File: src/rtl/jk_register_bank_if.sv
// Bus bundle for jk_register_bank: control/data inputs and state/status outputs.
interface jk_register_bank_if #(
    parameter int WIDTH = 4,
    parameter int CNT_W = 8
);
    logic             en;
    logic [1:0]       mode;
    logic [WIDTH-1:0] a;
    logic [WIDTH-1:0] b;
    logic             load;
    logic [WIDTH-1:0] load_val;
    logic             stat_clr;
    logic [WIDTH-1:0] q;
    logic [WIDTH-1:0] q_not;
    logic [WIDTH-1:0] changed;
    logic [CNT_W-1:0] chg_cnt;
    logic             sr_err;

    modport master (
        output en, mode, a, b, load, load_val, stat_clr,
        input  q, q_not, changed, chg_cnt, sr_err
    );

    modport slave (
        input  en, mode, a, b, load, load_val, stat_clr,
        output q, q_not, changed, chg_cnt, sr_err
    );
endinterface

File: src/rtl/jk_register_bank.sv
// Multi-mode (JK/T/D/SR) flip-flop bank with parallel load, clock enable,
// per-bit change flags, saturating change counter and sticky SR-conflict flag.
module jk_register_bank #(
    parameter int               WIDTH     = 4,
    parameter int               CNT_W     = 8,
    parameter logic [WIDTH-1:0] RESET_VAL = '0
) (
    input logic               clk,
    input logic               rst,
    jk_register_bank_if.slave bus
);
    localparam logic [1:0] MODE_JK = 2'b00;
    localparam logic [1:0] MODE_T  = 2'b01;
    localparam logic [1:0] MODE_D  = 2'b10;
    localparam logic [1:0] MODE_SR = 2'b11;

    logic [WIDTH-1:0] q;
    logic [WIDTH-1:0] q_next;
    logic [WIDTH-1:0] changed;
    logic [CNT_W-1:0] chg_cnt;
    logic             sr_err;
    logic             sr_conflict;

    // Counter increment that sticks at all-ones instead of wrapping.
    function automatic logic [CNT_W-1:0] sat_inc(input logic [CNT_W-1:0] value);
        if (&value) begin
            return value;
        end
        return value + 1'b1;
    endfunction

    // Next-state selection: load beats enabled mode update, otherwise hold.
    always_comb begin
        q_next      = q;
        sr_conflict = 1'b0;
        if (bus.load) begin
            q_next = bus.load_val;
        end else if (bus.en) begin
            for (int i = 0; i < WIDTH; i++) begin
                case (bus.mode)
                    MODE_JK: begin
                        case ({bus.a[i], bus.b[i]})
                            2'b01:   q_next[i] = 1'b0;
                            2'b10:   q_next[i] = 1'b1;
                            2'b11:   q_next[i] = ~q[i];
                            default: q_next[i] = q[i];
                        endcase
                    end
                    MODE_T:  q_next[i] = bus.a[i] ? ~q[i] : q[i];
                    MODE_D:  q_next[i] = bus.a[i];
                    default: begin
                        case ({bus.a[i], bus.b[i]})
                            2'b01:   q_next[i] = 1'b0;
                            2'b10:   q_next[i] = 1'b1;
                            default: q_next[i] = q[i];
                        endcase
                    end
                endcase
            end
            sr_conflict = (bus.mode == MODE_SR) && (|(bus.a & bus.b));
        end
    end

    // State, change flags and status registers; clear beats same-edge increment/set.
    always_ff @(posedge clk) begin
        if (rst) begin
            q       <= RESET_VAL;
            changed <= '0;
            chg_cnt <= '0;
            sr_err  <= 1'b0;
        end else begin
            q       <= q_next;
            changed <= q_next ^ q;
            if (bus.stat_clr) begin
                chg_cnt <= '0;
                sr_err  <= 1'b0;
            end else begin
                if (q_next != q) begin
                    chg_cnt <= sat_inc(chg_cnt);
                end
                if (sr_conflict) begin
                    sr_err <= 1'b1;
                end
            end
        end
    end

    assign bus.q       = q;
    assign bus.q_not   = ~q;
    assign bus.changed = changed;
    assign bus.chg_cnt = chg_cnt;
    assign bus.sr_err  = sr_err;
endmodule

File: src/flat_wrapper.sv
// flat-port wrapper written by rule: the top's interface ports become plain ports
module jk_register_bank_flat 
#(
    parameter int               WIDTH     = 4,
    parameter int               CNT_W     = 8,
    parameter logic [WIDTH-1:0] RESET_VAL = '0
)
  (clk, rst, bus_en, bus_mode, bus_a, bus_b, bus_load, bus_load_val, bus_stat_clr, bus_q, bus_q_not, bus_changed, bus_chg_cnt, bus_sr_err);
  jk_register_bank_if #(.WIDTH(WIDTH), .CNT_W(CNT_W)) bus_i ();
  input logic clk;
  input logic rst;
  input wire logic [$bits(bus_i.en)-1:0] bus_en;
  input wire logic [$bits(bus_i.mode)-1:0] bus_mode;
  input wire logic [$bits(bus_i.a)-1:0] bus_a;
  input wire logic [$bits(bus_i.b)-1:0] bus_b;
  input wire logic [$bits(bus_i.load)-1:0] bus_load;
  input wire logic [$bits(bus_i.load_val)-1:0] bus_load_val;
  input wire logic [$bits(bus_i.stat_clr)-1:0] bus_stat_clr;
  output wire logic [$bits(bus_i.q)-1:0] bus_q;
  output wire logic [$bits(bus_i.q_not)-1:0] bus_q_not;
  output wire logic [$bits(bus_i.changed)-1:0] bus_changed;
  output wire logic [$bits(bus_i.chg_cnt)-1:0] bus_chg_cnt;
  output wire logic [$bits(bus_i.sr_err)-1:0] bus_sr_err;
  assign bus_i.en = bus_en;
  assign bus_i.mode = bus_mode;
  assign bus_i.a = bus_a;
  assign bus_i.b = bus_b;
  assign bus_i.load = bus_load;
  assign bus_i.load_val = bus_load_val;
  assign bus_i.stat_clr = bus_stat_clr;
  assign bus_q = bus_i.q;
  assign bus_q_not = bus_i.q_not;
  assign bus_changed = bus_i.changed;
  assign bus_chg_cnt = bus_i.chg_cnt;
  assign bus_sr_err = bus_i.sr_err;
  jk_register_bank #(.WIDTH(WIDTH), .CNT_W(CNT_W), .RESET_VAL(RESET_VAL)) u_core (.clk(clk), .rst(rst), .bus(bus_i));
endmodule
File: config.mk
export PLATFORM = sky130hd
export DESIGN_NAME = jk_register_bank_flat
export DESIGN_NICKNAME = d
export VERILOG_FILES = /design/src/rtl/jk_register_bank_if.sv /design/src/rtl/jk_register_bank.sv /design/src/flat_wrapper.sv
export SDC_FILE = /design/constraint.sdc
export NUM_CORES = 1
export LEC_CHECK = 0
export ABC_CLOCK_PERIOD_IN_PS = 4400
export CAP_MARGIN = 15
export CORE_ASPECT_RATIO = 0.5
export CORE_MARGIN = 2
export CORE_UTILIZATION = 25
export CTS_BUF_LIST = sky130_fd_sc_hd__clkbuf_8
export DETAILED_ROUTE_END_ITERATION = 6
export GPL_TIMING_DRIVEN = 0
export PLACE_DENSITY = 0.55
export SKIP_LAST_GASP = 1
export SYNTH_ARGS = -nofsm -noshare
export SYNTH_HDL_FRONTEND = slang
export SYNTH_SLANG_ARGS = --single-unit
export TNS_END_PERCENT = 10
File: constraint.sdc
create_clock -name clk -period 4.4 [get_ports clk]
set_input_delay 0.88 -clock clk [delete_from_list [all_inputs] [get_ports clk]]
set_output_delay 0.88 -clock clk [all_outputs]
set_load 0.02 [all_outputs]
; After elaboration in Yosys (flattened, before gate mapping)
; Index checks and enable logic that the tools add are counted.
[op_classes]
n_mux = 25
add_sub_neg = 1
shifts = 0
eq_ne = 17
reduce_logical = 6
mul = 0
n_lt_le_gt_ge = 0
n_div = 0
bitwise_logic = 7
[ops]
columns = operator, n
row1 = $pmux 1 s3, 8
row2 = $eq 2x2->1 const B, 10
row3 = $eq 2x1->1 const B, 5
row4 = $mux 1, 10
row5 = $add 8x1->8 const B, 1
row6 = $mux 4, 2
row7 = $mux 8, 1
row8 = $pmux 1 s2, 4
row9 = $reduce_and 8->1, 1
row10 = $and 4x4->4, 1
row11 = $ne 4x4->1, 1
row12 = $not 1->1, 4
row13 = $not 4->4, 1
row14 = $reduce_or 4->1, 1
row15 = $xor 4x4->4, 1
row16 = $logic_not 2->1, 1
row17 = $ne 2x2->1 const B, 1
row18 = $reduce_and 2->1, 1
row19 = $reduce_or 2->1, 1
row20 = $logic_and 1x1->1, 1
[word_totals]
latchBits = 0
input_bits = 19
regBits = 17
ram_bits = 0
mem_bits_ro = 0
n_memories = 0
wordCells = 60

; Logic depth before layout (Yosys ltp)
[depth]
depth_word = 11
depth_mapped = 9
ltp_nobuf = 9

; Worst setup path before layout
; Ideal clock, no wire load.
[synth_path]
path_kind = input to register
start = in bus_b[1]
end = reg u_core.chg_cnt[4], in the netlist u_core.bus.chg_cnt[4]
path_slack_ns = 1.675
setup_ns = 0.072
arrival_time_ns = 2.653
path_stages = 9
n_path_buf = 0
required_time_ns = 4.328
path_cell_list = inv_1 > ha_1 > and4b_2 > a211oi_1 > a211oi_2 > a2111oi_4 > a31oi_4 > nand4_1 > mux2i_1
[synth_between]
elab_chain_cells = 7
elab_cells_between_ends = 10
classes_between = 4 x eq/ne / 5 x mux / 1 x reduce/logical
[synth_rtl]
columns = item, line_no
row1 = start: declaration, flat_wrapper.sv:15  ; input wire logic [$bits(bus_i.b)-1:0] bus_b;
row2 = $eq 2x2->1 (tied with other cells), jk_register_bank.sv:42  ; case ({bus.a[i], bus.b[i]})
row3 = $pmux 1 s3 or $pmux 1 s2 (tied branches), "jk_register_bank.sv:42, jk_register_bank.sv:52"
row4 = $pmux 1 s3 (*), jk_register_bank.sv:40  ; case (bus.mode)
row5 = $mux 4 (*), jk_register_bank.sv:38  ; end else if (bus.en) begin
row6 = $mux 4 (*), jk_register_bank.sv:36  ; if (bus.load) begin
row7 = $ne 4x4->1 (*), jk_register_bank.sv:78  ; if (q_next != q) begin
row8 = $reduce_and 2->1 (no line) (*), --
row9 = end signal: assignment, jk_register_bank.sv:79  ; chg_cnt <= sat_inc(chg_cnt);
row10 = end: declaration, jk_register_bank.sv:20  ; logic [CNT_W-1:0] chg_cnt;
; Mark *: on every way between the ends. The rest lies on a longest branch, timed or not.
; A chain may end at the register's enable or synchronous reset.

; Final worst setup path
[layout_path]
start = in bus_a[1]
end = reg u_core.chg_cnt[7], in the netlist u_core.bus.chg_cnt[7]
[layout_between]
elab_chain_cells = 7
elab_cells_between_ends = 11
classes_between = 4 x eq/ne / 6 x mux / 1 x reduce/logical
[layout_rtl]
columns = item, line_no
row1 = start: declaration, flat_wrapper.sv:14  ; input wire logic [$bits(bus_i.a)-1:0] bus_a;
row2 = $eq 2x2->1 (tied with other cells), jk_register_bank.sv:42
row3 = $pmux 1 s3 or $pmux 1 s2 (tied branches), "jk_register_bank.sv:42, jk_register_bank.sv:52"
row4 = $pmux 1 s3 (*), jk_register_bank.sv:40
row5 = $mux 4 (*), jk_register_bank.sv:38
row6 = $mux 4 (*), jk_register_bank.sv:36
row7 = $ne 4x4->1 (*), jk_register_bank.sv:78
row8 = $reduce_and 2->1 (no line) (*), --
; Marks and branches as above.

==> flow_metrics.tcl <==
set metrics [dict create \
    cap_violations 0 \
    max_slew_margin_pct 62.74 \
    setup_viol 0 \
    clk_latency_ns 0.26 \
    synth_edf_count 0 \
    drive_above_1_share_pct 11.11 \
    syn_area_um2 1326 \
    cts_tree "yes" \
    startpoint "bus_a[1]" \
    antenna_cells 0 \
    layout_setup_ws_ns 1.125 \
    place_hpwl_mm 2.773 \
    critPathLaunchType "primary input" \
    synth_ff_type "dfxtp_1" \
    rsz0062_at_grt "false" \
    grt_pass1_vias 1234 \
    gp_congestion 0.7595 \
    nFillCells 527 \
    ys_ff_latch 17 \
    power_density_nw_per_um2 233.0 \
    hold_class "reg2reg" \
    antenna_found_initial 0 \
    async_flop_share_pct 0 \
    use_met3_pct 2.952 \
    cts_root_buffer "clkbuf_8" \
    rows 18 \
    synth_area_per_cell_um2 8.557 \
    drtIter0Drc 65 \
    max_freq_mhz 305.3 \
    place_ws_ns 0.8787 \
    final_cell_mix "clkdlybuf4s50_1 (39), dfxtp_1 (17), nor2_1 (13), a21oi_1 (13), nand2_1 (11)" \
    htree_levels 1 \
    avgViaCountPerCell 4.955 \
    port_buffers 39 \
    busiest_layer "met2" \
    grt_max_degree 11 \
    worstPathRequired_ns 4.59 \
    use_met1_pct 13.49 \
    post-route-period-util_pct 74.44 \
    tns_ns 0 \
    areaGrowthSynthToFinish_pct 39.53 \
    cts_hold_buf 0 \
    final_common_cell "clkdlybuf4s50_1" \
    dr.pass1.iters 5 \
    clockBufferDepth 2 \
    core_um2 5022 \
    status "finished, final reports clean" \
    ant_nets 0 \
    ir_drop_mv 0.1054 \
    fin_area_um2 1851 \
    cts_inserted_buffers 3 \
    syn_inst 155 \
    slew_violations 0 \
    die-area_um2 5939 \
    whs_ns 0.4860 \
    tightest_slew_ns 0.5569 \
    met2_usage_pct 20.75 \
    grt-ovfl-total 0 \
    cts_resized 0 \
    total_leakage_power_nw 0.7287 \
    min_period_ns 3.275 \
    worst_ep_arrival_time_ns 3.47 \
    detail_route.wl_per_cell_um 12.75 \
    die_h_um 55.51 \
    clk_pin_slew_ns 0.07 \
    grt_pass1_wl_mm 5.575 \
    worstSetupPathType "in2reg" \
    cts_sinks 17 \
    skew_ns 0.008057 \
    hold_violations 0 \
    dpl_cell_area_um2 1804 \
    grt_use_total_pct 11.59 \
    worstSetupEndpointType "register" \
    ioPinCount 40 \
    nets 227 \
    drc 0 \
    dr_total_vias 1328 \
    yosysWarnings 0 \
    start_util_pct 26.41 \
    crit_fanout 10 \
    timing.rr.start "u_core.bus.q[2]" \
    synthesis.nets 183 \
    synth_cell_types 53 \
    cts_setup_buffers 0 \
    min_from "u_core.bus.chg_cnt[1]" \
    detail_route.wirelength_mm 3.418 \
    die_width_um 107.0 \
    ys_seq_area_share_pct 25.66 \
]
==> synth_stat cells, types with 3 or more instances <==
cell type	instances	area, µm²
clkbuf_1	3	11.26
a211oi_1	4	30.03
or3_1	3	18.77
and3_1	4	25.02
dfxtp_1	17	340.3
a21oi_1	13	65.06
nor2_1	13	48.80
nand4_1	3	18.77
nor3_1	5	25.02
o21ai_0	6	30.03
inv_1	10	37.54
nand2_1	11	41.29
mux2i_1	6	60.06
ha_1	9	112.6
nand3_1	3	15.01
==> final cells by class <==
cell class	instances	area (µm²)	area share, %
Multi-Input combinational cell	121	912.1	49.29
Buffer	6	32.53	1.758
Clock inverter	1	5.005	0.2705
Sequential cell	17	340.3	18.39
Tap cell	70	87.58	4.733
Timing Repair Buffer	39	390.4	21.10
Clock buffer	3	41.29	2.231
Inverter	11	41.29	2.231
==> where the power goes <==
| group | internal (W) | switching [W] |
|---|---|---|
| combinational | 0.0000674 | 0.0000766 |
| clock | 0.0000630 | 0.0000580 |
| sequential | 0.000161 | 0.00000510 |
==> critical path, cell delays in order <==
cell and delay, ns:
clkdlybuf4s50_1 0.53, ha_1 0.39, and4b_2 0.24, a211oi_1 0.26
a211oi_2 0.12, a2111oi_4 0.49, a31oi_4 0.21, nand4_1 0.16
mux2i_1 0.18
==> metal layers <==
layer	routed length [µm]	vias up	share of wire, %
met5	0	-	0
met1	1577	634	46
li1	-	665	-
met2	1669	25	49
met4	31	0	0.91
met3	141	4	4.1
==> kinds of logic (layout without fill, tap and decap cells) <==
group	count (synthesis)	in the layout	synth area share (%)
buffers and inverters	17	60	5.566
DFF	17	17	25.66
muxes	9	9	7.358
adders and majority gates	9	9	8.491
AOI/OAI and AO/OA	43	43	26.13
and+or+nand+nor	57	57	24.81
xor gates and xnor gates	3	3	1.981
==> state kept, by name, summed over array words and instances, names as in the netlist <==
| signal | cells |
|---|---|
| u_core.bus.q | 4 |
| u_core.bus.chg_cnt | 8 |
| u_core.bus.sr_err | 1 |
| u_core.bus.changed | 4 |
==> worst paths after layout <==
check / to / slack (ns) / depth (start not counted)
worst max-delay path: u_core.bus.chg_cnt[7] / 1.12 / 9
worst min-delay path: u_core.bus.chg_cnt[1] / 0.49 / 2
worst max register to register: u_core.bus.chg_cnt[7] / 2.20 / 8
worst min register to register: u_core.bus.chg_cnt[1] / 0.49 / 2
==> through the flow <==
| step | power (W) | cells | util, % |
|---|---|---|---|
| 2_1_floorplan | 0.0002545 | 155 | - |
| 3_3_place_gp | 0.0003118 | 264 | 35.92 |
| 3_5_place_dp | 0.0003145 | 264 | 35.92 |
| 4_1_cts | 0.0004370 | 268 | 36.85 |
| 5_1_grt | 0.0004517 | 268 | 36.85 |
| 6_report | 0.0004312 | 268 | 36.85 |
(Power assumes the default switching activity.)
